File: config.mk
export PLATFORM = sky130hd
export DESIGN_NAME = freelist_ckpt_ctrl
export DESIGN_NICKNAME = d
export VERILOG_FILES = /design/src/rtl/freelist_ckpt_ctrl_pkg.sv /design/src/rtl/freelist_ckpt_ctrl_prf_free_mask.sv /design/src/rtl/freelist_ckpt_ctrl.sv
export SDC_FILE = /design/constraint.sdc
export NUM_CORES = 1
export LEC_CHECK = 0
export BUFFER_PORTS_ARGS = -buffer_cell sky130_fd_sc_hd__clkbuf_2
export CAP_MARGIN = 20
export CORE_MARGIN = 2
export CORE_UTILIZATION = 25
export CTS_CLUSTER_DIAMETER = 100
export DETAILED_ROUTE_END_ITERATION = 10
export GPL_TIMING_DRIVEN = 0
export PLACE_DENSITY = 0.38
export SLEW_MARGIN = 20
export SYNTH_ARGS = -nofsm -noshare
export SYNTH_HDL_FRONTEND = slang
export SYNTH_HIERARCHICAL = 1
export SYNTH_SLANG_ARGS = --single-unit
export TNS_END_PERCENT = 30
File: constraint.sdc
create_clock -name clock -period 6.9 [get_ports clock]
set_input_delay 1.38 -clock clock [delete_from_list [all_inputs] [get_ports clock]]
set_output_delay 1.38 -clock clock [all_outputs]
set_load 0.01 [all_outputs]
File: src/rtl/freelist_ckpt_ctrl_pkg.sv
// Shared types and sizes for the integer free-list checkpoint controller.
package freelist_ckpt_ctrl_pkg;

    localparam int CKPT_NUM           = 4;
    localparam int TAG_W              = $clog2(CKPT_NUM);
    localparam int PRF_INT_SIZE       = 32;
    localparam int PRF_INT_INDEX_SIZE = $clog2(PRF_INT_SIZE);
    localparam int RENAME_WIDTH       = 2;

    typedef logic [TAG_W-1:0]        ckpt_tag_t;
    typedef logic [PRF_INT_SIZE-1:0] prf_vec_t;

    // One checkpoint slot: liveness, resolved-correct flag and the busy-map snapshot.
    typedef struct packed {
        logic     valid;
        logic     done;
        prf_vec_t snap;
    } ckpt_entry_t;

    typedef enum logic {
        ST_NORMAL  = 1'b0,
        ST_RECOVER = 1'b1
    } ckpt_state_e;

endpackage

File: src/rtl/freelist_ckpt_ctrl_prf_free_mask.sv
// Turns the commit-time free bus into a one-hot OR mask over the physical register file.
module prf_free_mask
    import freelist_ckpt_ctrl_pkg::*;
#(
    parameter int WIDTH = RENAME_WIDTH,
    parameter int SIZE  = PRF_INT_SIZE,
    parameter int IDX_W = PRF_INT_INDEX_SIZE
) (
    input  logic [WIDTH-1:0] prf_valid_i,
    input  logic [IDX_W-1:0] prf_idx_i [WIDTH],
    output logic [SIZE-1:0]  fmask_o
);

    // OR together one bit per valid free lane.
    always_comb begin
        // NOTE: combinational logic uses blocking '=' so later lanes see earlier updates.
        fmask_o = '0;
        for (int i = 0; i < WIDTH; i++) begin
            if (prf_valid_i[i]) begin
                fmask_o[prf_idx_i[i]] = 1'b1;
            end
        end
    end

endmodule

File: src/rtl/freelist_ckpt_ctrl.sv
// Branch checkpoint controller: snapshots the integer free list per branch,
// keeps snapshots coherent with commit frees, and drives free-list recovery.
module freelist_ckpt_ctrl
    import freelist_ckpt_ctrl_pkg::*;
#(
    parameter int CKPT_NUM = freelist_ckpt_ctrl_pkg::CKPT_NUM,  // must be a power of two
    parameter int TAG_W    = $clog2(CKPT_NUM)
) (
    input  logic                          clock,
    input  logic                          reset,
    input  logic                          ckpt_req,
    input  logic [PRF_INT_SIZE-1:0]       ckpt_fl,
    output logic                          ckpt_grant,
    output logic [TAG_W-1:0]              ckpt_tag,
    output logic                          ckpt_full,
    input  logic                          resolve_valid,
    input  logic [TAG_W-1:0]              resolve_tag,
    input  logic                          resolve_mispredict,
    input  logic [RENAME_WIDTH-1:0]       prf_replace_valid,
    input  logic [PRF_INT_INDEX_SIZE-1:0] prf_replace [RENAME_WIDTH],
    input  logic                          flush,
    output logic                          recover,
    output logic [PRF_INT_SIZE-1:0]       recover_fl,
    output logic [TAG_W-1:0]              recover_tag
);

    ckpt_entry_t       entries_q [CKPT_NUM];
    ckpt_entry_t       entries_d [CKPT_NUM];
    logic [TAG_W-1:0]  head_q, head_d;
    logic [TAG_W-1:0]  tail_q, tail_d;
    logic [TAG_W:0]    count_q, count_d;
    prf_vec_t          rec_snap_q, rec_snap_d;
    logic [TAG_W-1:0]  rec_tag_q, rec_tag_d;
    ckpt_state_e       state_q, state_d;

    prf_vec_t          fmask;
    logic              mispredict_now;
    logic              resolve_ok;
    logic              retire;
    logic              grant;
    logic [TAG_W-1:0]  tag_age;

    prf_free_mask #(
        .WIDTH (RENAME_WIDTH),
        .SIZE  (PRF_INT_SIZE),
        .IDX_W (PRF_INT_INDEX_SIZE)
    ) u_free_mask (
        .prf_valid_i (prf_replace_valid),
        .prf_idx_i   (prf_replace),
        .fmask_o     (fmask)
    );

    // Resolves to squashed slots are dropped by qualifying with the slot's valid bit.
    assign mispredict_now = resolve_valid & resolve_mispredict & entries_q[resolve_tag].valid;
    assign resolve_ok     = resolve_valid & ~resolve_mispredict & entries_q[resolve_tag].valid;
    // A head that is itself being squashed does not also retire.
    assign retire         = entries_q[head_q].valid & entries_q[head_q].done
                            & ~(mispredict_now && (resolve_tag == head_q));
    assign ckpt_full      = (count_q == (TAG_W+1)'(CKPT_NUM));
    assign grant          = ckpt_req & ~ckpt_full & ~mispredict_now & ~flush & ~reset;
    assign tag_age        = resolve_tag - head_q;
    assign ckpt_grant     = grant;
    assign ckpt_tag       = tail_q;

    // Next state of the checkpoint ring: flush, then mispredict, then normal traffic.
    always_comb begin
        // NOTE: every target gets a default first so no path leaves a latch behind.
        entries_d  = entries_q;
        head_d     = head_q;
        tail_d     = tail_q;
        count_d    = count_q;
        rec_snap_d = rec_snap_q;
        rec_tag_d  = rec_tag_q;

        for (int i = 0; i < CKPT_NUM; i++) begin
            entries_d[i].snap = entries_q[i].snap & ~fmask;
        end

        if (flush) begin
            for (int i = 0; i < CKPT_NUM; i++) begin
                entries_d[i].valid = 1'b0;
            end
            head_d  = '0;
            tail_d  = '0;
            count_d = '0;
        end else if (mispredict_now) begin
            rec_snap_d = entries_q[resolve_tag].snap & ~fmask;
            rec_tag_d  = resolve_tag;
            // Squash the mispredicted slot and everything younger (age measured from head).
            for (int i = 0; i < CKPT_NUM; i++) begin
                if (TAG_W'(TAG_W'(i) - head_q) >= tag_age) begin
                    entries_d[i].valid = 1'b0;
                end
            end
            if (retire) begin
                entries_d[head_q].valid = 1'b0;
                head_d = head_q + 1'b1;
            end
            tail_d  = resolve_tag;
            count_d = {1'b0, tag_age} - {{TAG_W{1'b0}}, retire};
        end else begin
            if (resolve_ok) begin
                entries_d[resolve_tag].done = 1'b1;
            end
            if (retire) begin
                entries_d[head_q].valid = 1'b0;
                head_d = head_q + 1'b1;
            end
            if (grant) begin
                entries_d[tail_q] = '{valid: 1'b1, done: 1'b0, snap: ckpt_fl & ~fmask};
                tail_d = tail_q + 1'b1;
            end
            count_d = count_q + {{TAG_W{1'b0}}, grant} - {{TAG_W{1'b0}}, retire};
        end
    end

    // Ring storage, pointers and recovery payload registers.
    always_ff @(posedge clock) begin
        if (reset) begin
            // NOTE: only control bits are reset; snapshot payload is don't-care while invalid.
            for (int i = 0; i < CKPT_NUM; i++) begin
                entries_q[i].valid <= 1'b0;
                entries_q[i].done  <= 1'b0;
            end
            head_q     <= '0;
            tail_q     <= '0;
            count_q    <= '0;
            rec_snap_q <= '0;
            rec_tag_q  <= '0;
        end else begin
            // NOTE: sequential state uses non-blocking '<=' so all flops update together.
            entries_q  <= entries_d;
            head_q     <= head_d;
            tail_q     <= tail_d;
            count_q    <= count_d;
            rec_snap_q <= rec_snap_d;
            rec_tag_q  <= rec_tag_d;
        end
    end

    // Recovery FSM state register.
    always_ff @(posedge clock) begin
        if (reset) begin
            state_q <= ST_NORMAL;
        end else begin
            state_q <= state_d;
        end
    end

    // RECOVER lasts one cycle unless a fresh mispredict re-arms it; flush never recovers.
    always_comb begin
        state_d = ST_NORMAL;
        if (mispredict_now && !flush) begin
            state_d = ST_RECOVER;
        end
    end

    // Recovery outputs; same-cycle frees are masked into the restored map.
    always_comb begin
        recover     = (state_q == ST_RECOVER);
        recover_fl  = rec_snap_q & ~fmask;
        recover_tag = rec_tag_q;
    end

endmodule

Word-level counts from Yosys, hierarchy flattened
Cells that the tools add are included.
{"block": "totals", "word_cells": 136, "reg_bits": 178, "input_bits": 52, "output_inout_bits": 39}
{"block": "classes", "add_sub_neg": 10, "reduce_logical": 12, "bitwise_logic": 28, "n_mux": 51, "n_eq_ne": 3, "n_lt_le_gt_ge": 14}
{"cell": "136-bit 2-to-1 mux", "count": 9}
{"cell": "136-bit bitwise mux", "count": 4}
{"cell": "32-bit AND", "count": 7}
{"cell": "34-bit demux with 2-bit select", "count": 3}
{"cell": "34-bit 2-to-1 mux", "count": 6}
{"cell": "32-bit 2-to-1 mux", "count": 6}
{"cell": "34-bit binary-select mux with 2-bit select", "count": 2}
{"cell": "33-bit 2-to-1 mux", "count": 1}
{"cell": "32-bit NOT", "count": 1}
{"cell": "32-bit bitwise OR", "count": 1}
{"cell": "1-bit 2-to-1 mux", "count": 15}
{"cell": "5-bit by 6-bit < comparator with 1-bit output, second input constant", "count": 2}
{"cell": "1-bit AND", "count": 10}
{"cell": "1-bit demux with 5-bit select", "count": 2}
{"cell": "5-bit by 1-bit >= comparator with 1-bit output, second input constant", "count": 2}
{"cell": "3-bit >= comparator, second input constant", "count": 3}
{"cell": "3-bit by 1-bit < comparator with 1-bit output, second input constant", "count": 3}
{"cell": "2-bit NOT with 3-bit output", "count": 3}
{"cell": "2-bit >= comparator", "count": 4}
{"cell": "1-bit logical AND", "count": 7}
{"cell": "1-bit NOT", "count": 6}
{"cell": "2-bit by 1-bit adder with 2-bit output, second input constant", "count": 2}
{"cell": "2-bit 2-to-1 mux", "count": 2}
{"cell": "2-bit AND reduction", "count": 2}
{"cell": "other kinds (13)", "count": 15}

Logic depth before layout (Yosys ltp)
Gate-level depths: netlist (run 1).
{"block": "depth", "depth_word": 21, "depth_mapped": 13, "depth_no_buf": 12}

Hierarchy
Netlist (run 1), hierarchy kept.
{"module": "freelist_ckpt_ctrl", "seq_area_each_um2": 4844.6, "cells_each": 753, "area_each_um2": 9160.0, "n_inst": 1}
{"module": "prf_free_mask", "seq_area_each_um2": 0.0, "cells_each": 58, "area_each_um2": 386.6, "n_inst": 1}

Worst setup path after synthesis (run 1)
OpenSTA, ideal clock, no wires.
{"block": "synth_path", "path_type": "input -> register", "startpoint": "in reset", "endpoint": "reg entries_q[32] (netlist bit)", "path_buffers": 1, "t_arrival_ns": 4.472, "cell_stages": 3, "t_required_ns": 6.824, "path_slack_ns": 2.352, "setup_ns": 0.076, "cell_sequence": "clkbuf_1 -> inv_1 -> and3_1"}
{"block": "synth_via", "elab_chain_len": 4}
{"item": "start: declaration", "line_no": "freelist_ckpt_ctrl.sv:10", "text": "input logic reset,"}
{"item": "1-bit NOT", "line_no": "freelist_ckpt_ctrl.sv:60", "text": "assign grant = ckpt_req & ~ckpt_full & ~mispredict_now & ~flush & ~reset;"}
{"item": "1-bit AND", "line_no": "freelist_ckpt_ctrl.sv:60"}
{"item": "136-bit 2-to-1 mux", "line_no": "freelist_ckpt_ctrl.sv:109", "text": "if (grant) begin"}
{"item": "136-bit 2-to-1 mux", "line_no": "freelist_ckpt_ctrl.sv:86", "text": "end else if (mispredict_now) begin"}
{"item": "end signal: assignment", "line_no": "freelist_ckpt_ctrl.sv:132", "text": "entries_q <= entries_d;"}
{"item": "end: declaration", "line_no": "freelist_ckpt_ctrl.sv:27", "text": "ckpt_entry_t entries_q [CKPT_NUM];"}
Parallel ways exist; a longest one is shown, timed or not.
A chain may end at the register's enable or synchronous reset.

Worst setup path in the final report (run 1)
{"block": "layout_path", "startpoint": "in prf_replace[1] (netlist bit)", "endpoint": "out recover_fl[0]"}
{"block": "layout_via", "elab_chain_len": 8, "word_cells_on_any_way": 9, "classes_between": "2 x order compare; 3 x mux; 3 x bitwise; 1 x reduce/logical"}
{"item": "start: declaration", "line_no": "freelist_ckpt_ctrl.sv:20", "text": "input logic [PRF_INT_INDEX_SIZE-1:0] prf_replace [RENAME_WIDTH],"}
{"item": "5-bit by 6-bit < comparator with 1-bit output (implied by the code) / 5-bit by 1-bit >= comparator with 1-bit output (equally long branches)", "line_no": "freelist_ckpt_ctrl_prf_free_mask.sv:20", "text": "fmask_o[prf_idx_i[i]] = 1'b1;"}
{"item": "1-bit logical AND (implied by the code)", "line_no": "freelist_ckpt_ctrl_prf_free_mask.sv:20"}
{"item": "1-bit 2-to-1 mux (implied by the code)", "line_no": "freelist_ckpt_ctrl_prf_free_mask.sv:20"}
{"item": "1-bit demux with 5-bit select (*)"}
{"item": "32-bit bitwise OR (no line) (*)"}
{"item": "32-bit 2-to-1 mux (*)", "line_no": "freelist_ckpt_ctrl_prf_free_mask.sv:19", "text": "if (prf_valid_i[i]) begin"}
{"item": "named net fmask[0]", "line_no": "freelist_ckpt_ctrl.sv:36", "text": "prf_vec_t fmask;"}
{"item": "32-bit NOT (*)", "line_no": "freelist_ckpt_ctrl.sv:161", "text": "recover_fl = rec_snap_q & ~fmask;"}
{"item": "32-bit AND (*)", "line_no": "freelist_ckpt_ctrl.sv:161"}
{"item": "end: declaration", "line_no": "freelist_ckpt_ctrl.sv:23", "text": "output logic [PRF_INT_SIZE-1:0] recover_fl,"}
The timed path passes the listed nets; every way through them passes the cells marked *.

==> impl_results.md, run 1 <==
- Status: complete, no violations
- Setup TNS: 0 ps
- HPWL after DPL: 21.0 mm
- Antenna Nets Post-Route: 0
- Router iterations before antenna repair: 5
- Clock sink count: 178
- FF+latch count, synth: 178
- Post-synthesis simple-gate area fraction: 15.8%
- H-Tree Depth: 4
- Fmax: 225 MHz
- Final WL: 30.9 mm
- Worst Tran Pin Value: 1000 ps
- Clock tree buffer depth: 2
- Synth-to-layout area growth: 17.9%
- Int Pwr: 1840 µW
- Via count: 6813
- Pwr per Cell Area: 219 nW/µm²
- Core area: 37700 µm²
- Hold Path Class: reg -> reg
- Post-CTS Hold Fix Bufs: 0
- Post-CTS Setup Inserts: 0
- DRC violation count after routing: 0
- TritonCTS clock tree: done
- Port buffer count: 89
- Chip height: 199 µm
- Vias/cell: 4.71
- Tcrit/Tclk final: 64.3%
- Logic pwr share: 9.1%
- Post-synthesis sequential area ratio: 50.7%
- Ys async rst share: 0%
- WL per Instance: 21.4 µm
- Die X: 199 µm
- Clock Power Share: 40.8%
- Fin crit period: 4440 ps
- CP Buf/Inv Count: 3
- Main synth FF type: edfxtp_1
- Fin Clk Skew: 11.6 ps
- Mux contribution to synthesized area: 21.3%
- Most frequent CP cell: clkbuf_2
- Final setup viols: 0
- Distinct cell type count after synthesis: 49
- DRT iter0 DRCs: 442
- Startpoint class of the critical path: input pin
- Avg Inst Size Synth: 11.8 µm²
- GP Congestion: 0.736
- MaxCap Viol Count: 0
- Reg power frac: 50.1%
- Post-CTS Resized: 0
- Initial core utilization: 25.3%
- Leakage: 0.00484 µW
- Synth Area in XOR/XNOR: 0.642%
- Nets@finish: 989
- Worst-Skew Late Latency: 450 ps
- Largest net degree at the start of global routing: 72
- Clock transition at path regs: 70 ps
- Initial antenna violation count: 6
- Synthesized area: 9550 µm²
- Slew Limit Fails: 0
- Setup CP Type: in -> out
- Ys Warns: 6
- NetSw: 628 µW
- Number of buffers created by CTS: 17
- Row cnt: 71
- Synthesized-area fraction occupied by adder cells: 2.41%
- Vias in the first global route: 6946
- WP data required: 5520 ps
- Overflow after GRT: 0
- CTS Root Cell: clkbuf_16
- CP delay by family, top: compound AO/OA/AOI/OAI gates
- Sw Ratio: 25.4%
- Post-synthesis compound-gate area fraction: 6.44%
- Io pins: 91
- Final Hold Vio Count: 0
- CP Max Fanout: 8
- Critical-path top delay cell: o22ai_1
- EDFF count, synth: 128
- Die ar.: 39800 µm²
- FILL cells: 3948
- First-pass GRT wire length: 46.4 mm
- Syn Nets: 880
- GRT Total Usage: 16.2%
- Largest family of logic cells by synthesized area: multiplexers
- Unrepaired setup endpoints after global routing: no
- Crit path cell chain: clkbuf_2 > or3b_1 > clkbuf_1 > o22ai_1 > nor2b_1 > clkbuf_2
- Worst IR Drop VDD: 0.000178 V
- Final core utilization: 29.9%
- Post-Synthesis Cells: 811
- CP Capture Type: output pin
- CP max stage delay: 580 ps
- Relative slew slack: 33.3%
- CP arrival: 3060 ps
- Ratio of cells with drive above 1 in the final layout: 20.9%
## state kept, by name, indices dropped and copies added, names as in the netlist
signal / cells
count_q: 3
entries_q: 136
ckpt_tag: 2
recover: 1
recover_tag: 2
rec_snap_q: 32
head_q: 2
## final timing paths
path,startpoint,endpoint,slack [ps],depth (start not counted)
setup / recovery,prf_replace[1],recover_fl[0],2460,6
hold / removal,rec_snap_q[31]$_SDFFE_PP0P_,rec_snap_q[31]$_SDFFE_PP0P_,450,2
setup reg to reg,head_q[1]$_SDFFE_PP0N_,count_q[2]$_SDFF_PP0_,3870,12
hold reg to reg,rec_snap_q[31]$_SDFFE_PP0P_,rec_snap_q[31]$_SDFFE_PP0P_,450,2
## cell usage after synthesis (8+ instances only)
master,count,area share (%)
nor2_1,139,5.5
mux2i_1,130,14
edfxtp_1,128,40
dfxtp_1,50,10
a21oi_1,44,2.3
nand3b_1,42,3.3
nand2_1,40,1.6
nor2b_1,33,2.2
mux4_2,32,7.5
o22ai_1,32,2.1
buf_2,22,1.2
ha_1,16,2.1
inv_1,12,0.47
clkbuf_1,10,0.39
nand3_1,10,0.52
or3b_1,8,0.73
## per-stage QoR
stage	hold slack [ps]	area (µm²)	setup WS, ps	std cells	total power [µW]
2_1_floorplan	432	9550	2350	811	1400
3_3_place_gp	437	10600	216	1411	1490
3_5_place_dp	442	10700	2470	1412	1490
4_1_cts	452	11200	2470	1444	2510
5_1_grt	470	11300	2340	1445	2570
6_report	451	11300	2460	1446	2470
## metal layers
metal	GRT usage (%)	routed length, µm
met5	0	50
met4	3.13	207
met3	3.51	1100
met2	25.7	14400
met1	22.7	15200
## logic make-up (layout without fill, tap and decap cells)
logic type                 count (synthesis)  after routing
DFF                                      178            178
muxes                                    163            163
other                                      0              2
AOI/OAI and AO/OA                        101            101
xor gates and xnor gates                   7              7
adders and majority gates                 18             18
buffers and inverters                     51            173
and+or+nand+nor                          293            293
## final cells by class
type / instances / area, µm² / area share (%)
diodes: 2 / 5.00 / 0.0445
plain buffers: 39 / 213 / 1.89
clock buffers: 17 / 425 / 3.78
clock inverters: 15 / 156 / 1.39
inverters: 12 / 52.6 / 0.467
multi-input cells: 582 / 4450 / 39.5
flip-flops and latches: 178 / 4840 / 43.0
well taps: 511 / 639 / 5.68
repair buffers: 90 / 473 / 4.20
## power by group through the flow
| stage | clock, µW | sequential [µW] | combinational, µW |
|---|---|---|---|
| floorplan | 0 | 1250 | 146 |
| global placement | 0 | 1270 | 223 |
| detailed placement | 0 | 1260 | 228 |
| CTS | 1040 | 1240 | 227 |
| global route | 1080 | 1240 | 249 |
| finish | 1010 | 1240 | 224 |
## worst register-to-register path: stages, from the launching register on
cell and delay [ps]:
dfxtp_1 380, clkbuf_1 320, inv_1 200, a311oi_1 320, a31o_2 180, nor2_1 120, ha_1 310, inv_1 40
ha_1 180, fa_1 380, xor2_1 160, xnor2_1 140, a211oi_1 220
## placed cells by master, fill, tap and decap left out, drive strengths merged, types with 3 or more instances in the layout
| cell type | n |
|---|---|
| nor2 | 139 |
| mux2i | 130 |
| edfxtp | 128 |
| clkbuf | 116 |
| dfxtp | 50 |
| a21oi | 45 |
| nand3b | 42 |
| nand2 | 41 |
| nor2b | 33 |
| mux4 | 32 |
| o22ai | 32 |
| buf | 30 |
| ha | 16 |
| inv | 15 |
| nand3 | 10 |
| or3b | 8 |
| clkinvlp | 7 |
| o21ai | 6 |
| a211oi | 6 |
| xnor2 | 5 |
| and3 | 4 |
| nand4 | 4 |
| nor3b | 3 |
| a311oi | 3 |
| clkinv | 3 |
(Power assumes the default switching activity.)
==> run 2: changes to the inputs <==
--- a/config.mk
+++ b/config.mk
@@ -12,7 +12,7 @@
 export CTS_CLUSTER_DIAMETER = 100
 export DETAILED_ROUTE_END_ITERATION = 10
 export GPL_TIMING_DRIVEN = 0
-export PLACE_DENSITY = 0.38
+export PLACE_DENSITY = 0.4
 export SLEW_MARGIN = 20
 export SYNTH_ARGS = -nofsm -noshare
 export SYNTH_HDL_FRONTEND = slang
==> constraint.sdc (replaced) <==
create_clock -name clock -period 3.7 [get_ports clock]
set_input_delay 0.74 -clock clock [delete_from_list [all_inputs] [get_ports clock]]
set_output_delay 0.74 -clock clock [all_outputs]
set_load 0.01 [all_outputs]
==> run 2 against run 1 <==
Compared with the run above: global-route usage is 0.28 points lower; count of clock-buffer cells in the layout rose by 1; via count up 0.10%; combinational power grew 89%; wire length down 0.58%; critical path depth rose by 8; critical endpoint is now count_q[2]$_SDFF_PP0_.
==> impl_results.md, run 2 (synthesis results as in run 1) <==
- Final Hold Vio Count: 0
- HPWL after DPL: 20.9 mm
- First-pass GRT wire length: 45.6 mm
- Slew Limit Fails: 0
- Tcrit/Tclk final: 91.3%
- CTS Root Cell: clkbuf_16
- NetSw: 1210 µW
- Worst IR Drop VDD: 0.000321 V
- Most frequent CP cell: ha_1
- Die ar.: 39800 µm²
- Final core utilization: 30.1%
- Antenna Nets Post-Route: 0
- Fin Hold WS: 450 ps
- Reg power frac: 49.0%
- Worst Hold End: rec_snap_q[31]$_SDFFE_PP0P_
- Status: complete, no violations
- Min-delay src: rec_snap_q[31]$_SDFFE_PP0P_
- Placed cell count: 1415
- Post-CTS Setup Inserts: 0
- Max FFs per register: 136
- Commonest non-fill, non-tap cell in the layout: nor2_1
- CP Max Fanout: 9
- Via count: 6820
- TritonCTS clock tree: done
- DRT iter0 DRCs: 484
- Overflow after GRT: 0
- Min-Delay Path Depth: 2
- GRT Total Usage: 15.9%
- Hold Path Class: reg -> reg
- Cell depth of the worst flop-to-flop path: 12
- Worst R2R End: count_q[2]$_SDFF_PP0_
- Core area: 37700 µm²
- Biggest register: entries_q
- CP Capture Type: register
- Worst-Skew Late Latency: 450 ps
- Vias in the first global route: 6817
- CP arrival: 3730 ps
- Post-CTS Hold Fix Bufs: 0
- Clock transition at path regs: 70 ps
- Sw Ratio: 25.8%
- DRC violation count after routing: 0
- WP data required: 4050 ps
- Overall Power: 4710 µW
- GP Congestion: 0.774
- Chip height: 199 µm
- Logic pwr share: 9.0%
- Relative slew slack: 33.5%
- Most frequent cells in the layout: nor2_1, mux2i_1, edfxtp_1, clkbuf_2, dfxtp_1
- Clock sink count: 178
- Die X: 199 µm
- Io pins: 91
- Vias/cell: 4.71
- Synth-to-layout area growth: 18.9%
- CP max stage delay: 380 ps
- Number of buffers created by CTS: 17
- Clock tree buffer depth: 2
- Fmax: 296 MHz
- Met1 usage: 22.2%
- Router iterations before antenna repair: 5
- Final setup viols: 0
- Worst Tran Pin Value: 997 ps
- Initial antenna violation count: 2
- Flop-to-flop setup slack: 680 ps
- Top Registers: entries_q x136, rec_snap_q x32, count_q x3
- Unrepaired setup endpoints after global routing: no
- Largest net degree at the start of global routing: 31
- Met3 usage: 3.24%
- Post-CTS Resized: 0
- Fin crit period: 3380 ps
- Clock Power Share: 42.0%
- Final WL: 30.8 mm
- MaxCap Viol Count: 0
- Startpoint class of the critical path: input pin
- Leakage: 0.00491 µW
- H-Tree Depth: 4
- Port buffer count: 89
- Non-Filler Instances: 1449
- Crit path cell chain: clkbuf_2 > buf_2 > inv_1 > ha_1 > and2_1 > a21boi_0 > nor2_1 > ha_1 > inv_1 > ha_1 > fa_1 > xor2_1 > xnor2_1 > a211oi_1
- Int Pwr: 3490 µW
- Critical-path top delay cell: fa_1
- Setup CP Type: in -> reg
- Fin Clk Skew: 17.0 ps
- WL per Instance: 21.2 µm
- Row cnt: 71
- Met2 GRT Util: 25.0%
- Nets@finish: 992
- GRT Max-Usage Layer: met2
- Pwr per Cell Area: 415 nW/µm²
- Initial core utilization: 25.3%
- Reg2reg start: head_q[1]$_SDFFE_PP0N_
- Ratio of cells with drive above 1 in the final layout: 21.3%
[run 2: cell types whose count changed in the layout (fill, tap and decap cells not counted), moves of 2 or more]
cell,previous run,this run
clkinvlp_4,7,1
buf_12,0,4
clkinv_4,1,3
clkinv_8,0,2
inv_8,1,3
[run 2: layout make-up]
type	count	area (µm²)
antenna	2	5.00
buffer	39	213
clock buffer	18	439
clock inverter	14	188
fill	4028	26300
inverter	12	48.8
multi-input combinational	582	4450
sequential	178	4840
tap	511	639
timing repair buffer	93	526
[run 2: power groups by stage]
stage | combinational [µW] | sequential, µW | clock (µW)
detailed placement | 429 | 2350 | 0
global route | 469 | 2320 | 2100
global placement | 413 | 2360 | 0
finish | 424 | 2310 | 1980
floorplan | 272 | 2340 | 0
CTS | 430 | 2310 | 2020
[run 2: how the worst max path moves through the flow]
stage	cells after the start	slack (ps)	startpoint	end
4_1_cts	14	320	resolve_tag[0]	count_q[2]$_SDFF_PP0_
2_1_floorplan	2	260	reset	entries_q[0]$_DFFE_PN_
3_5_place_dp	14	-120	resolve_tag[0]	count_q[2]$_SDFF_PP0_
5_1_grt	14	120	resolve_tag[0]	count_q[2]$_SDFF_PP0_
3_3_place_gp	3	-1630	reset	entries_q[123]$_DFFE_PN_
6_report	14	320	resolve_tag[0]	count_q[2]$_SDFF_PP0_
[run 2: through the flow]
stage | instance area, µm² | setup TNS, ps | setup slack, ps
final | 11300 | 0 | 323
after global routing | 11300 | 0 | 123
after global placement | 10600 | -209340 | -1630
after CTS | 11300 | 0 | 322
after detailed placement | 10700 | -116 | -116
after floorplan | 9550 | 0 | 262
[run 2: per-layer routing]
metal | share of wire (%) | vias to the layer above
li1 | - | 3247
met1 | 48 | 3395
met2 | 46 | 144
met3 | 4.5 | 32
met4 | 1.7 | 2
met5 | 0.036 | -
[run 2: critical path, delay by kind of cell]
kind / cells / cell delay [ps]
fa+ha+maj: 4 / 1230
buf+inv: 4 / 580
compound gates: 2 / 510
simple gates: 2 / 360
xor+xnor: 2 / 300
